==> src/rtl/itlb_miss_ctrl_pkg.sv <==
// Shared types and sizing for the ITLB miss controller.
package itlb_miss_ctrl_pkg;

  localparam int unsigned ITLB_L2_TLB_REQ_TAG_COUNT = 4;
  localparam int unsigned ITLB_L2_TLB_REQ_TAG_WIDTH = 2;
  localparam int unsigned VPN_WIDTH                 = 20;
  localparam int unsigned ASID_WIDTH                = 9;
  localparam int unsigned ITLB_4KBPAGE_SETS         = 4;
  localparam int unsigned ITLB_4KBPAGE_WAYS         = 4;
  localparam int unsigned ITLB_4MBPAGE_SETS         = 2;
  localparam int unsigned ITLB_4MBPAGE_WAYS         = 2;

  typedef enum logic [1:0] {
    FREE  = 2'd0,
    PEND  = 2'd1,
    WAIT  = 2'd2,
    STALE = 2'd3
  } itlb_miss_tag_state_t;

  typedef struct packed {
    logic [11:0] ppn1;
    logic [9:0]  ppn0;
    logic [1:0]  rsw;
    logic        d;
    logic        a;
    logic        g;
    logic        u;
    logic        x;
    logic        w;
    logic        r;
    logic        v;
  } pte_t;

endpackage

==> src/rtl/itlb_miss_ctrl_plru_tree4.sv <==
// 3-bit tree PLRU for one 4-way set; the hit touch is applied before the fill touch.
module plru_tree4 (
  input  logic       CLK,
  input  logic       nRST,
  input  logic       hit_valid,
  input  logic [1:0] hit_way,
  input  logic       fill_valid,
  input  logic [1:0] fill_way,
  output logic [1:0] victim_way_c
);

  // tree[0] = root (1: victim on right half), tree[1] = ways 0/1, tree[2] = ways 2/3
  logic [2:0] tree_q, tree_d;

  function automatic logic [2:0] touch(input logic [2:0] t, input logic [1:0] way);
    logic [2:0] r;
    r    = t;
    r[0] = ~way[1];
    if (way[1]) r[2] = ~way[0];
    else        r[1] = ~way[0];
    return r;
  endfunction

  always_comb begin
    tree_d = tree_q;
    if (hit_valid)  tree_d = touch(tree_d, hit_way);
    if (fill_valid) tree_d = touch(tree_d, fill_way);
    victim_way_c = tree_q[0] ? {1'b1, tree_q[2]} : {1'b0, tree_q[1]};
  end

  always_ff @(posedge CLK) begin
    if (!nRST) tree_q <= 3'b000;
    else       tree_q <= tree_d;
  end

endmodule

==> src/rtl/itlb_miss_ctrl.sv <==
// ITLB refill sequencer: tag allocation/merge, L2 TLB request issue, fill/fault routing, PLRU.
module itlb_miss_ctrl
  import itlb_miss_ctrl_pkg::*;
(
  input  logic        CLK,
  input  logic        nRST,
  input  logic        miss_valid,
  input  logic [19:0] miss_VPN,
  input  logic [8:0]  miss_ASID,
  output logic        miss_ready,
  input  logic        hit_valid,
  input  logic        hit_is_4MB,
  input  logic [1:0]  hit_index,
  input  logic [1:0]  hit_way,
  output logic        l2_req_valid,
  input  logic        l2_req_ready,
  output logic [1:0]  l2_req_tag,
  output logic [19:0] l2_req_VPN,
  output logic [8:0]  l2_req_ASID,
  input  logic        l2_resp_valid,
  input  logic [1:0]  l2_resp_tag,
  input  pte_t        l2_resp_pte,
  input  logic        l2_resp_is_4MB,
  input  logic        l2_resp_fault,
  input  logic        flush_valid,
  output logic        fill_valid,
  output logic        fill_is_4MB,
  output logic [1:0]  fill_index,
  output logic [1:0]  fill_way,
  output logic [19:0] fill_VPN,
  output logic [8:0]  fill_ASID,
  output pte_t        fill_pte,
  output logic        fault_valid,
  output logic [19:0] fault_VPN
);

  localparam int unsigned TC = ITLB_L2_TLB_REQ_TAG_COUNT;
  localparam int unsigned TW = ITLB_L2_TLB_REQ_TAG_WIDTH;

  itlb_miss_tag_state_t  state_q [TC];
  itlb_miss_tag_state_t  state_d [TC];
  logic [VPN_WIDTH-1:0]  vpn_q   [TC];
  logic [VPN_WIDTH-1:0]  vpn_d   [TC];
  logic [ASID_WIDTH-1:0] asid_q  [TC];
  logic [ASID_WIDTH-1:0] asid_d  [TC];

  logic          req_lock_q, req_lock_d;
  logic [TW-1:0] req_sel_q, req_sel_d;

  logic          fill_valid_q, fill_valid_d;
  logic          fill_is_4MB_q, fill_is_4MB_d;
  logic [1:0]    fill_index_q, fill_index_d;
  logic [1:0]    fill_way_q, fill_way_d;
  logic [19:0]   fill_VPN_q, fill_VPN_d;
  logic [8:0]    fill_ASID_q, fill_ASID_d;
  pte_t          fill_pte_q, fill_pte_d;
  logic          fault_valid_q, fault_valid_d;
  logic [19:0]   fault_VPN_q, fault_VPN_d;
  logic [ITLB_4MBPAGE_SETS-1:0] plru4m_q, plru4m_d;

  logic          merge_hit, free_any, pend_any, alloc, accept, resp_live;
  logic [TW-1:0] alloc_idx, pend_idx, req_idx;
  logic [19:0]   resp_vpn;
  logic [1:0]    set4k, victim4k;
  logic          set4m, victim4m;
  logic [1:0]    victim_c   [ITLB_4KBPAGE_SETS];
  logic [ITLB_4KBPAGE_SETS-1:0] hit_touch, fill_touch;

  // Tag lookup: merge match, lowest FREE and lowest PEND entries
  always_comb begin
    merge_hit = 1'b0;
    free_any  = 1'b0;
    pend_any  = 1'b0;
    alloc_idx = '0;
    pend_idx  = '0;
    for (int i = TC - 1; i >= 0; i--) begin
      if (state_q[i] == FREE) begin
        free_any  = 1'b1;
        alloc_idx = TW'(i);
      end
      if (state_q[i] == PEND) begin
        pend_any = 1'b1;
        pend_idx = TW'(i);
      end
      if ((state_q[i] == PEND || state_q[i] == WAIT) &&
          vpn_q[i] == miss_VPN && asid_q[i] == miss_ASID)
        merge_hit = 1'b1;
    end
  end

  // A presented-but-unaccepted request stays locked so a lower new allocation cannot displace it
  assign req_idx      = req_lock_q ? req_sel_q : pend_idx;
  assign l2_req_valid = pend_any;
  assign l2_req_tag   = pend_any ? req_idx : '0;
  assign l2_req_VPN   = pend_any ? vpn_q[req_idx] : '0;
  assign l2_req_ASID  = pend_any ? asid_q[req_idx] : '0;

  assign miss_ready = !flush_valid && (merge_hit || free_any);
  assign alloc      = miss_valid && miss_ready && !merge_hit;
  assign accept     = l2_req_valid && l2_req_ready;
  assign resp_live  = l2_resp_valid && (state_q[l2_resp_tag] == WAIT) && !flush_valid;
  assign resp_vpn   = vpn_q[l2_resp_tag];
  assign set4k      = resp_vpn[1:0];
  assign set4m      = resp_vpn[10];
  assign victim4k   = victim_c[set4k];
  assign victim4m   = plru4m_q[set4m];

  // Per-tag state transitions
  always_comb begin
    state_d    = state_q;
    vpn_d      = vpn_q;
    asid_d     = asid_q;
    req_lock_d = req_lock_q;
    req_sel_d  = req_sel_q;
    for (int i = 0; i < TC; i++) begin
      unique case (state_q[i])
        FREE: if (alloc && alloc_idx == TW'(i)) begin
          state_d[i] = PEND;
          vpn_d[i]   = miss_VPN;
          asid_d[i]  = miss_ASID;
        end
        PEND: begin
          if (accept && req_idx == TW'(i)) state_d[i] = flush_valid ? STALE : WAIT;
          else if (flush_valid)            state_d[i] = FREE;
        end
        WAIT: begin
          if (l2_resp_valid && l2_resp_tag == TW'(i)) state_d[i] = FREE;
          else if (flush_valid)                       state_d[i] = STALE;
        end
        STALE: if (l2_resp_valid && l2_resp_tag == TW'(i)) state_d[i] = FREE;
        default: state_d[i] = FREE;
      endcase
    end
    if (flush_valid || accept) begin
      req_lock_d = 1'b0;
    end else if (l2_req_valid) begin
      req_lock_d = 1'b1;
      req_sel_d  = req_idx;
    end
  end

  // Fill / fault outputs and PLRU touches; victim reads pre-update PLRU state
  always_comb begin
    fill_valid_d  = resp_live && !l2_resp_fault;
    fill_is_4MB_d = 1'b0;
    fill_index_d  = '0;
    fill_way_d    = '0;
    fill_VPN_d    = '0;
    fill_ASID_d   = '0;
    fill_pte_d    = '0;
    fault_valid_d = resp_live && l2_resp_fault;
    fault_VPN_d   = '0;
    if (fill_valid_d) begin
      fill_is_4MB_d = l2_resp_is_4MB;
      fill_index_d  = l2_resp_is_4MB ? {1'b0, set4m} : set4k;
      fill_way_d    = l2_resp_is_4MB ? {1'b0, victim4m} : victim4k;
      fill_VPN_d    = resp_vpn;
      fill_ASID_d   = asid_q[l2_resp_tag];
      fill_pte_d    = l2_resp_pte;
    end
    if (fault_valid_d) fault_VPN_d = resp_vpn;

    plru4m_d = plru4m_q;
    for (int s = 0; s < ITLB_4KBPAGE_SETS; s++) begin
      hit_touch[s]  = hit_valid && !hit_is_4MB && hit_index == 2'(s);
      fill_touch[s] = fill_valid_d && !l2_resp_is_4MB && set4k == 2'(s);
    end
    for (int s = 0; s < ITLB_4MBPAGE_SETS; s++) begin
      if (hit_valid && hit_is_4MB && hit_index[0] == 1'(s))
        plru4m_d[s] = ~hit_way[0];
      if (fill_valid_d && l2_resp_is_4MB && set4m == 1'(s))
        plru4m_d[s] = ~victim4m;
    end
  end

  for (genvar g = 0; g < ITLB_4KBPAGE_SETS; g++) begin : g_plru4k
    plru_tree4 u_plru (
      .CLK          (CLK),
      .nRST         (nRST),
      .hit_valid    (hit_touch[g]),
      .hit_way      (hit_way),
      .fill_valid   (fill_touch[g]),
      .fill_way     (victim4k),
      .victim_way_c (victim_c[g])
    );
  end

  always_ff @(posedge CLK) begin
    if (!nRST) begin
      for (int i = 0; i < TC; i++) begin
        state_q[i] <= FREE;
        vpn_q[i]   <= '0;
        asid_q[i]  <= '0;
      end
      req_lock_q    <= 1'b0;
      req_sel_q     <= '0;
      fill_valid_q  <= 1'b0;
      fill_is_4MB_q <= 1'b0;
      fill_index_q  <= '0;
      fill_way_q    <= '0;
      fill_VPN_q    <= '0;
      fill_ASID_q   <= '0;
      fill_pte_q    <= '0;
      fault_valid_q <= 1'b0;
      fault_VPN_q   <= '0;
      plru4m_q      <= '0;
    end else begin
      state_q       <= state_d;
      vpn_q         <= vpn_d;
      asid_q        <= asid_d;
      req_lock_q    <= req_lock_d;
      req_sel_q     <= req_sel_d;
      fill_valid_q  <= fill_valid_d;
      fill_is_4MB_q <= fill_is_4MB_d;
      fill_index_q  <= fill_index_d;
      fill_way_q    <= fill_way_d;
      fill_VPN_q    <= fill_VPN_d;
      fill_ASID_q   <= fill_ASID_d;
      fill_pte_q    <= fill_pte_d;
      fault_valid_q <= fault_valid_d;
      fault_VPN_q   <= fault_VPN_d;
      plru4m_q      <= plru4m_d;
    end
  end

  assign fill_valid  = fill_valid_q;
  assign fill_is_4MB = fill_is_4MB_q;
  assign fill_index  = fill_index_q;
  assign fill_way    = fill_way_q;
  assign fill_VPN    = fill_VPN_q;
  assign fill_ASID   = fill_ASID_q;
  assign fill_pte    = fill_pte_q;
  assign fault_valid = fault_valid_q;
  assign fault_VPN   = fault_VPN_q;

endmodule

==> config.mk <==
export PLATFORM = sky130hd
export DESIGN_NAME = itlb_miss_ctrl
export DESIGN_NICKNAME = d
export VERILOG_FILES = /design/src/rtl/itlb_miss_ctrl_pkg.sv /design/src/rtl/itlb_miss_ctrl_plru_tree4.sv /design/src/rtl/itlb_miss_ctrl.sv
export SDC_FILE = /design/constraint.sdc
export NUM_CORES = 1
export LEC_CHECK = 0
export CORE_UTILIZATION = 58
export DETAILED_ROUTE_END_ITERATION = 12
export HOLD_SLACK_MARGIN = 0.15
export MAX_ROUTING_LAYER = met4
export PLACE_DENSITY_LB_ADDON = 0.15
export REMOVE_ABC_BUFFERS = 1
export SLEW_MARGIN = 40
export SYNTH_ARGS = -nofsm -noshare
export SYNTH_HDL_FRONTEND = slang
export SYNTH_HIERARCHICAL = 1
export SYNTH_SLANG_ARGS = --single-unit
==> constraint.sdc <==
create_clock -name CLK -period 5.6 [get_ports CLK]
set_input_delay 1.12 -clock CLK [delete_from_list [all_inputs] [get_ports CLK]]
set_output_delay 1.12 -clock CLK [all_outputs]
set_load 0.03 [all_outputs]
=== Word level (Yosys, flattened, before mapping) ===
Cells that the tools add are included.

* Register bits after elaboration: 229
* Bits of input ports: 77
* Output and inout bits: 121
* Word-level logic and storage cells: 298

* $lt $le $gt $ge: 4
* Equality and inequality tests: 52
* Muxes and demuxes: 101
* Bitwise gates (word level): 13
* Reduce and logical (&&, ||, !) cells: 83

{| class="wikitable"
|+ Operators with widths
! kind !! count
|-
| $mux W20 || 5
|-
| $bmux W20 S2 || 2
|-
| $eq A20 B20 Y1 || 4
|-
| $mux W2 || 36
|-
| $mux W9 || 5
|-
| $logic_and A1 B1 Y1 || 44
|-
| $eq A2 B2 Y1 const B || 19
|-
| $mux W1 || 37
|-
| $bmux W9 S2 || 2
|-
| $eq A9 B9 Y1 || 4
|-
| $pmux W2 S4 || 4
|-
| $mux W3 || 8
|-
| $ne A3 B2 Y1 const B || 8
|-
| $eq A2 B1 Y1 const B || 9
|-
| $logic_not A2 Y1 || 9
|-
| $reduce_and A4 Y1 || 4
|-
| $reduce_and A2 Y1 || 7
|-
| $reduce_bool A2 Y1 || 6
|-
| $not A1 Y1 || 10
|-
| $ge A3 B3 Y1 const B || 3
|-
| $not A2 Y3 || 3
|-
| $bmux W2 S2 || 2
|-
| $ne A2 B1 Y1 const B || 4
|-
| $ne A2 B2 Y1 const B || 4
|-
| 5 further kinds || 14
|}

=== Logic depth before layout (Yosys ltp) ===
Gate-level depths: netlist (run 1).

* Depth in word-level cells: 15
* Depth in mapped cells: 12
* Mapped depth without buffers: 9

=== By module ===
Netlist (run 1), hierarchy kept.

{| class="wikitable"
|+ By module, submodules not included
! module !! times used !! cells each !! area an instance (µm²) !! seq. area each (µm²)
|-
| itlb_miss_ctrl || 1 || 1112 || 11084.4 || 4344.2
|-
| plru_tree4 || 4 || 20 || 167.7 || 60.1
|}

=== Least setup slack after synthesis (run 1) ===
No wires, ideal clock.

* Path type: input to output
* From: in miss_VPN[19]
* To: out miss_ready
* Arrival time: 2689 ps
* Data required time: 4480 ps
* Setup slack: 1791 ps
* Stages on the path: 8
* Buffers on the path: 2
* Cells stage by stage: buf_2 -> xnor2_1 -> nand4_1 -> nor4_1 -> a22oi_1 -> and3_1 -> buf_6 -> a21oi_1

* Word-level cells in the longest chain between the ends: 9
* Elaborated cells on any way between the ends: 18
* Those cells by class: eq/ne (4); mux (4); reduce/logical (10)

{| class="wikitable"
|+ Ends and longest elaborated chain
! element !! RTL line !! source
|-
| start, declared || itlb_miss_ctrl.sv:8 || <nowiki>input logic [19:0] miss_VPN,</nowiki>
|-
| $eq A20 B20 Y1 || itlb_miss_ctrl.sv:86 || <nowiki>vpn_q[i] == miss_VPN && asid_q[i] == miss_ASID)</nowiki>
|-
| $logic_and A1 B1 Y1 || itlb_miss_ctrl.sv:85 || <nowiki>if ((state_q[i] == PEND || state_q[i] == WAIT) &&</nowiki>
|-
| $logic_and A1 B1 Y1 || itlb_miss_ctrl.sv:86 ||
|-
| $mux W1 (3 in a row) || itlb_miss_ctrl.sv:85 ||
|-
| $mux W1 (*) || itlb_miss_ctrl.sv:85 ||
|-
| $logic_or A1 B1 Y1 (*) || itlb_miss_ctrl.sv:98 || <nowiki>assign miss_ready = !flush_valid && (merge_hit || free_any);</nowiki>
|-
| $logic_and A1 B1 Y1 (*) || itlb_miss_ctrl.sv:98 ||
|-
| end, declared || itlb_miss_ctrl.sv:10 || <nowiki>output logic miss_ready,</nowiki>
|}

Every way passes the cells marked *; elsewhere a longest branch is shown, timed or not.

=== Worst setup path after layout (run 1) ===
* From: reg state_q[1] (netlist bit)
* To: out l2_req_VPN[12]

* Word-level cells in the longest chain between the ends: 11
* Elaborated cells on any way between the ends: 15
* Those cells by class: eq/ne (1); mux (13); bitwise (1)

{| class="wikitable"
|+ Ends and longest elaborated chain
! element !! RTL line !! source
|-
| start, declared || itlb_miss_ctrl.sv:40 || <nowiki>itlb_miss_tag_state_t state_q [TC];</nowiki>
|-
| start signal, assigned || itlb_miss_ctrl.sv:208 || <nowiki>state_q <= state_d;</nowiki>
|-
| $eq A2 B1 Y1 (*) || itlb_miss_ctrl.sv:81 || <nowiki>if (state_q[i] == PEND) begin</nowiki>
|-
| $mux W2 (4 in a row) || itlb_miss_ctrl.sv:81 ||
|-
| $mux W2 || itlb_miss_ctrl.sv:92 || <nowiki>assign req_idx = req_lock_q ? req_sel_q : pend_idx;</nowiki>
|-
| $not A2 Y3 (not written as such) || itlb_miss_ctrl.sv:95 || <nowiki>assign l2_req_VPN = pend_any ? vpn_q[req_idx] : '0;</nowiki>
|-
| $bmux W20 S2 || itlb_miss_ctrl.sv:95 ||
|-
| $mux W20 (not written as such) (2 in a row) || itlb_miss_ctrl.sv:95 ||
|-
| $mux W20 (*) || itlb_miss_ctrl.sv:95 ||
|-
| end, declared || itlb_miss_ctrl.sv:18 || <nowiki>output logic [19:0] l2_req_VPN,</nowiki>
|}

Every way passes the cells marked *; elsewhere a longest branch is shown, timed or not. The select of a mux whose other input is x is not followed.

==> results of run 1 <==
[metrics by stage]
| step | power, uW | setup TNS [ps] | instances | hold WS (ps) |
|---|---|---|---|---|
| after floorplan | 2360 | -27370 | 1082 | 426 |
| after global placement | 2760 | 0 | 1556 | 453 |
| after detailed placement | 2780 | 0 | 1556 | 455 |
| after CTS | 4380 | 0 | 1598 | 467 |
| after global routing | 4540 | 0 | 1598 | 493 |
| final | 4360 | 0 | 1598 | 471 |
[worst paths after layout]
path,cells past startpoint,endpoint,slack (ps)
max reg2reg,10,vpn_q[13]$_SDFFE_PN0P_,2370
min,1,plru4m_q[1]$_SDFFE_PN0P_,470
min reg2reg,1,plru4m_q[1]$_SDFFE_PN0P_,470
max,8,l2_req_VPN[12],680
[final cells by class]
type | instances | area share, %
multi-input cells | 830 | 45.2
flip-flops and latches | 229 | 31.8
repair buffers | 209 | 14.5
clock buffers | 32 | 4.87
well taps | 265 | 2.30
clock inverters | 10 | 0.694
inverters | 23 | 0.599
[routing by layer]
layer  up-vias  part of all wire [%]  wire length, um
met1      4564                    41            13000
met5         -                     0                0
li1       4422                     -                -
met4         0                   3.3             1060
met3        76                   8.1             2580
met2       401                    47            15000
[power groups by stage]
| stage | Sequential [uW] | Combinational [uW] | Clock, uW |
|---|---|---|---|
| final | 1750 | 1000 | 1610 |
| after global routing | 1760 | 1070 | 1710 |
| after CTS | 1750 | 1000 | 1640 |
| after detailed placement | 1780 | 993 | 0 |
| after global placement | 1780 | 986 | 0 |
| after floorplan | 1770 | 596 | 0 |
[Yosys cell counts (5+ instances only)]
library cell,instances,area [um2]
nor4_1,11,68.8
inv_1,20,75.1
xor2_1,10,87.6
a31oi_1,5,31.3
nor2_1,13,48.8
nand3_1,39,195
nor3b_1,6,45.0
buf_6,14,158
xnor2_1,98,858
nor2b_1,5,31.3
dfxtp_1,229,4580
o21ai_0,43,215
ha_1,16,200
a21oi_1,22,110
buf_4,12,90.1
mux4_2,60,1350
buf_2,30,150
nand2_1,174,653
nand3b_1,7,52.6
clkbuf_1,50,188
o21ai_1,12,60.1
and3_1,71,444
and2_1,49,307
nand4_1,26,163
mux2i_1,91,911
[registers in the layout, indices dropped and copies added (netlist names)]
name                    flops
req_lock_q                  1
vpn_q                      80
fill_valid                  1
fill_VPN                   20
state_q                     8
fill_index                  2
fault_VPN                  20
fill_pte                   32
asid_q                     36
fill_is_4MB                 1
fault_valid                 1
req_sel_q                   2
fill_way                    2
fill_ASID                   9
plru4m_q                    2
g_plru4k.u_plru/tree_q     12
[logic make-up (layout without fill, tap and decap cells)]
| group | Yosys count | count (layout) |
|---|---|---|
| xor+xnor | 112 | 112 |
| mux | 155 | 155 |
| simple gates | 427 | 427 |
| compound gates | 120 | 120 |
| flops | 229 | 229 |
| buf+inv | 133 | 274 |
| fa+ha+maj | 16 | 16 |
[critical path, delay by kind of cell (launching register included)]
| kind | cells | cell delay (ps) |
|---|---|---|
| buf+inv | 3 | 990 |
| compound gates | 1 | 650 |
| mux | 1 | 580 |
| flops | 1 | 430 |
| simple gates | 2 | 370 |
| fa+ha+maj | 1 | 250 |
==> key figures, run 1 <==
Status
  – Outcome: complete, no violations

Yosys
  – Compound-cell area share of the yosys netlist: ~6.5%
  – Syn Inst Count: between 1k and 1.5k
  – Ys Warns: 6
  – Adder-cell share of the synthesized area: approximately 1.7%
  – Post-synthesis xor/xnor area fraction: 8.60%
  – Post-synthesis sequential area ratio: 39.0%
  – Synth unique cells: 64
  – Count of flip-flops with a built-in enable after synthesis: 0
  – Post-Synth Simple-Gate Area: 18.7%
  – Flops & latches, synth: around 230
  – Syn_area_per_cell: between 9 and 10 um2
  – Post-Syn Area: 11800 um2
  – Post-synthesis mux area share: 19.6%
  – Largest family of logic cells by synthesized area: multiplexers
  – Top FF cell, synth: dfxtp_1
  – Post-synth ARST share: 0%

Clocking
  – Worst-case clock buffer depth: 3
  – H-Tree Depth: 1
  – Clock insertion delay at the later pin of the skew report: between 500 and 600 ps
  – Clk sinks: 229
  – CTS clk-pin slew, worst paths: 70 ps
  – # hold bufs at CTS: 0
  – CTS tree: yes
  – TritonCTS buffer count: 24
  – Number of setup buffers added after CTS: 0
  – # resized after CTS: 0
  – Root buf cell: clkbuf_16

Worst setup path
  – Worst Setup End Kind: primary output
  – RR Startpoint: state_q[0]$_SDFFE_PN0P_
  – Crit-path cells: inv_1 > ha_1 > nor2b_1 > o311ai_4 > buf_12 > mux4_2 > and2_1 > clkdlybuf4s50_1
  – CP required: 4480 ps
  – Worst setup path start: state_q[1]$_SDFFE_PN0P_
  – Critical Path Start Type: flip-flop
  – Worst path slowest cell: o311ai_4
  – CP peak stage delay: 650 ps
  – Worst-path fanout max: 23
  – Kind of critical path: flip-flop to primary output
  – Worst path arrival time: 3800 ps

Pwr
  – Pleak: 0.00561 uW
  – Switch Pwr: ~1300 uW
  – Worst vdd ir: 0.281 mV
  – Logic pwr share: 22.9%
  – Part of the power in registers: 40.1%
  – Sw Ratio: 29.6%
  – Pint: around 3100 uW
  – Pwr Density: 302 nW/um2
  – Clock share of power: 36.9%

STA
  – Setup violators final: 0
  – Max_slew headroom: about 43%
  – Fin. max-slew vios: 0
  – RSZ-0062 raised after global routing: false
  – Period utilization: approximately 88%
  – Slew @ Worst Pin: 856 ps
  – Fin worst setup slack: 684 ps
  – Final hold viol count: 0
  – Min Tclk post-route: 4920 ps
  – Worst Skew: 13.1 ps
  – Fmax: 203 MHz

Route
  – DR DRC count: 0
  – WL/cell: 19.8 um
  – Final WL: 31700 um
  – Vias per cell: between 5 and 6
  – Initial DRC count: 716
  – TritonRoute pass-1 iters: 5
  – Post-route antenna net violation count: 0
  – DR vias: 9463

Layout
  – Most frequent cells in the layout: dfxtp_1 (229), clkdlybuf4s50_1 (194), nand2_1 (174)
  – Area of the multi-input gates: 6520 um2
  – Diodes inserted: 0
  – Nets: 1410
  – Layout cells sized above 1: 10.4%
  – Area grow syn2layout: 22.7%
  – Fillers: 1510
  – Post-route cell area: 14400 um2
  – Post-layout util: 73.4%
  – Storage cell area: 4580 um2
  – Most common cell after layout, fill and taps aside: dfxtp_1

Place
  – RD Place Congestion: 0.916
  – Worst slack at placement: 727 ps
  – IO Port Bufs: roughly 200
  – Final HPWL DP: ~21000 um
  – Post-Place Cell Area: 13600 um2

Die
  – I/O pin count: 198
  – Chip height: ~140 um
  – Core area: 19700 um2
  – Site Rows: 51
  – Initial Util: between 50 and 60%
  – Die Width: 144 um
  – Die Area: 20800 um2

Global route
  – First-pass GRT wire length: 49600 um
  – Initial antenna violation count: 0
  – Grt ovf: 0
  – GR Util met3: approximately 5%
  – GRT met2 Usage: 50.9%
  – Vias in the first global route: 9161
  – Met1 usage: about two fifths
  – GRT Total Usage: 31.6%
  – Layer with the highest usage: met2
  – Largest net degree at the start of global routing: 150

Worst hold path
  – Hold Crit Start: plru4m_q[1]$_SDFFE_PN0P_
  – Hold Path Class: flip-flop to flip-flop

Job
  – Max Cap Viol: 0
Power figures use the tool's default switching activity.
==> inputs of run 2 (changes only) <==
- CORE_UTILIZATION: 58 -> 60
- CTS_BUF_LIST: not set -> sky130_fd_sc_hd__clkbuf_8
==> key figures, run 2 (synthesized netlist as in run 1, its figures left out) <==
Status
  – Outcome: complete, no violations (unchanged)

STA
  – Setup violators final: 0 (unchanged)
  – Final hold viol count: 0 (unchanged)
  – Fmax: 200 MHz (was 203 MHz)
  – Period utilization: 89.5% (was 87.8%)
  – Min Tclk post-route: 5010 ps (was 4920 ps)
  – RSZ-0062 raised after global routing: false (unchanged)
  – Fin. max-slew vios: 0 (unchanged)
  – Worst Skew: 20.4 ps (was 13.1 ps)
  – Max_slew headroom: 44.0% (was 42.9%)
  – Slew @ Worst Pin: 839 ps (was 856 ps)

Pwr
  – Sw Ratio: 30.6% (was 29.6%)
  – Logic pwr share: 23.4% (was 22.9%)
  – Clock share of power: 35.7% (was 36.9%)
  – Pleak: 0.00566 uW (was 0.00561 uW)
  – Pint: 2960 uW (was 3070 uW)
  – Switch Pwr: 1310 uW (was 1290 uW)
  – Pwr Density: 296 nW/um2 (was 302 nW/um2)
  – Part of the power in registers: 40.9% (was 40.1%)
  – Worst vdd ir: 0.217 mV (was 0.281 mV)

Worst hold path
  – Hold Crit Start: plru4m_q[1]$_SDFFE_PN0P_ (unchanged)
  – Hold Path Class: flip-flop to flip-flop (unchanged)
  – Worst Hold End: plru4m_q[1]$_SDFFE_PN0P_ (unchanged)
  – Hold Crit Depth: 1 (unchanged)

Global route
  – Initial antenna violation count: 1 (was 0)
  – Grt ovf: 0 (unchanged)
  – Met1 usage: 40.7% (was 40.0%)
  – Layer with the highest usage: met2 (unchanged)
  – GR Util met3: 7.20% (was 5.03%)
  – Vias in the first global route: 9095 (was 9161)
  – First-pass GRT wire length: 48700 um (was 49600 um)
  – GRT Total Usage: 31.9% (was 31.6%)
  – GRT met2 Usage: 50.4% (was 50.9%)
  – Largest net degree at the start of global routing: 189 (was 150)

Worst setup path
  – CP peak stage delay: 710 ps (was 650 ps)
  – Critical Path Start Type: input port (was flip-flop)
  – Crit-path cells: clkdlybuf4s50_1 > xnor2_1 > nand4_1 > nor4_1 > nand4_1 > and3_1 > a21oi_1 > clkdlybuf4s50_1 (was inv_1 > ha_1 > nor2b_1 > o311ai_4 > buf_12 > mux4_2 > and2_1 > clkdlybuf4s50_1)
  – Number of buffer and inverter stages on the critical path: 2 (was 3)
  – Worst path top cell family by delay: buffers and inverters (unchanged)
  – Worst path slowest cell: clkdlybuf4s50_1 (was o311ai_4)
  – CP required: 4480 ps (about the same)
  – Kind of critical path: input port to primary output (was flip-flop to primary output)
  – R2r endpoint: vpn_q[22]$_SDFFE_PN0P_ (was vpn_q[13]$_SDFFE_PN0P_)
  – Worst Setup End Kind: primary output (unchanged)
  – Worst setup path start: miss_ASID[3] (was state_q[1]$_SDFFE_PN0P_)
  – Worst-path fanout max: 6 (was 23)
  – Reg2reg setup slack: 2510 ps (was 2370 ps)
  – Worst path arrival time: 3890 ps (was 3800 ps)
  – RR Startpoint: state_q[0]$_SDFFE_PN0P_ (unchanged)
  – R2r worst-path depth: 10 (unchanged)

Clocking
  – # hold bufs at CTS: 0 (unchanged)
  – Number of setup buffers added after CTS: 0 (unchanged)
  – Root buf cell: clkbuf_8 (was clkbuf_16)
  – # resized after CTS: 0 (unchanged)
  – H-Tree Depth: 2 (was 1)
  – Clock insertion delay at the later pin of the skew report: 530 ps (was 510 ps)
  – Worst-case clock buffer depth: 3 (unchanged)
  – TritonCTS buffer count: 39 (was 24)
  – CTS clk-pin slew, worst paths: 50 ps (was 70 ps)
  – CTS tree: yes (unchanged)
  – Clk sinks: 229 (unchanged)

Layout
  – Most frequent cells in the layout: dfxtp_1 (229), clkdlybuf4s50_1 (195), nand2_1 (174) (was dfxtp_1 (229), clkdlybuf4s50_1 (194), nand2_1 (174))
  – Area grow syn2layout: 22.6% (was 22.7%)
  – Nets: 1427 (was 1410)
  – Top reg by flops: vpn_q (unchanged)
  – Most common cell after layout, fill and taps aside: dfxtp_1 (unchanged)
  – Fillers: 1372 (was 1510)
  – Largest register FFs: 80 (unchanged)
  – Post-layout util: 76.0% (was 73.4%)
  – Layout cells sized above 1: 11.4% (was 10.4%)
  – Non-filler instance count after layout: 1621 (was 1598)

Route
  – Vias per cell: 5.86 (was 5.92)
  – Final WL: 31100 um (was 31700 um)
  – TritonRoute pass-1 iters: 5 (unchanged)
  – DR vias: 9505 (was 9463)
  – Post-route antenna net violation count: 0 (unchanged)
  – Initial DRC count: 746 (was 716)
  – DR DRC count: 0 (unchanged)
  – WL/cell: 19.2 um (was 19.8 um)

Place
  – IO Port Bufs: 197 (unchanged)
  – RD Place Congestion: 0.912 (was 0.916)
  – Final HPWL DP: 21200 um (about the same)
  – Placed insts: 1553 (was 1556)

Die
  – I/O pin count: 198 (unchanged)
  – Core area: 19000 um2 (was 19700 um2)
  – Die Width: 142 um (was 144 um)
  – Die Area: 20200 um2 (was 20800 um2)
  – Initial Util: 62.0% (was 59.8%)
  – Chip height: 142 um (was 144 um)
  – Site Rows: 50 (was 51)

Job
  – Max Cap Viol: 0 (unchanged)
-- run 2: final cells by class --
cell class	instances	area [um2]	share of cell area [%]
tap	260	325	2.26
clock buffer	48	661	4.58
timing repair buffer	211	2100	14.6
antenna	1	2.50	0.0174
inverter	23	86.3	0.599
sequential	229	4580	31.8
clock inverter	19	133	0.920
multi-input combinational	830	6530	45.3
-- run 2: metal layers --
layer	up-vias	part of all wire [%]
li1	4455	-
met1	4606	42
met2	381	48
met3	63	7.6
met4	0	2.5
met5	-	0
-- run 2: worst max path at each step --
stage	depth (start not counted)	endpoint
floorplan	6	l2_req_ASID[0]
global placement	8	miss_ready
detailed placement	8	miss_ready
CTS	8	miss_ready
global route	8	miss_ready
finish	8	miss_ready
-- run 2: through the flow --
step,power [uW],cell area [um2],hold WS (ps),TNS [ps],worst slack (ps)
after floorplan,2360,11200,426,-27370,-1020
after global placement,2760,13600,449,0,641
after detailed placement,2770,13600,476,0,663
after CTS,4290,14400,480,0,629
after global routing,4450,14400,504,0,422
final,4270,14400,484,0,589
-- run 2: power by group through the flow --
stage	sequential [uW]	combinational [uW]	clock, uW
2_1_floorplan	1770	596	0
3_3_place_gp	1780	979	0
3_5_place_dp	1780	990	0
4_1_cts	1750	997	1550
5_1_grt	1760	1070	1630
6_report	1750	998	1530
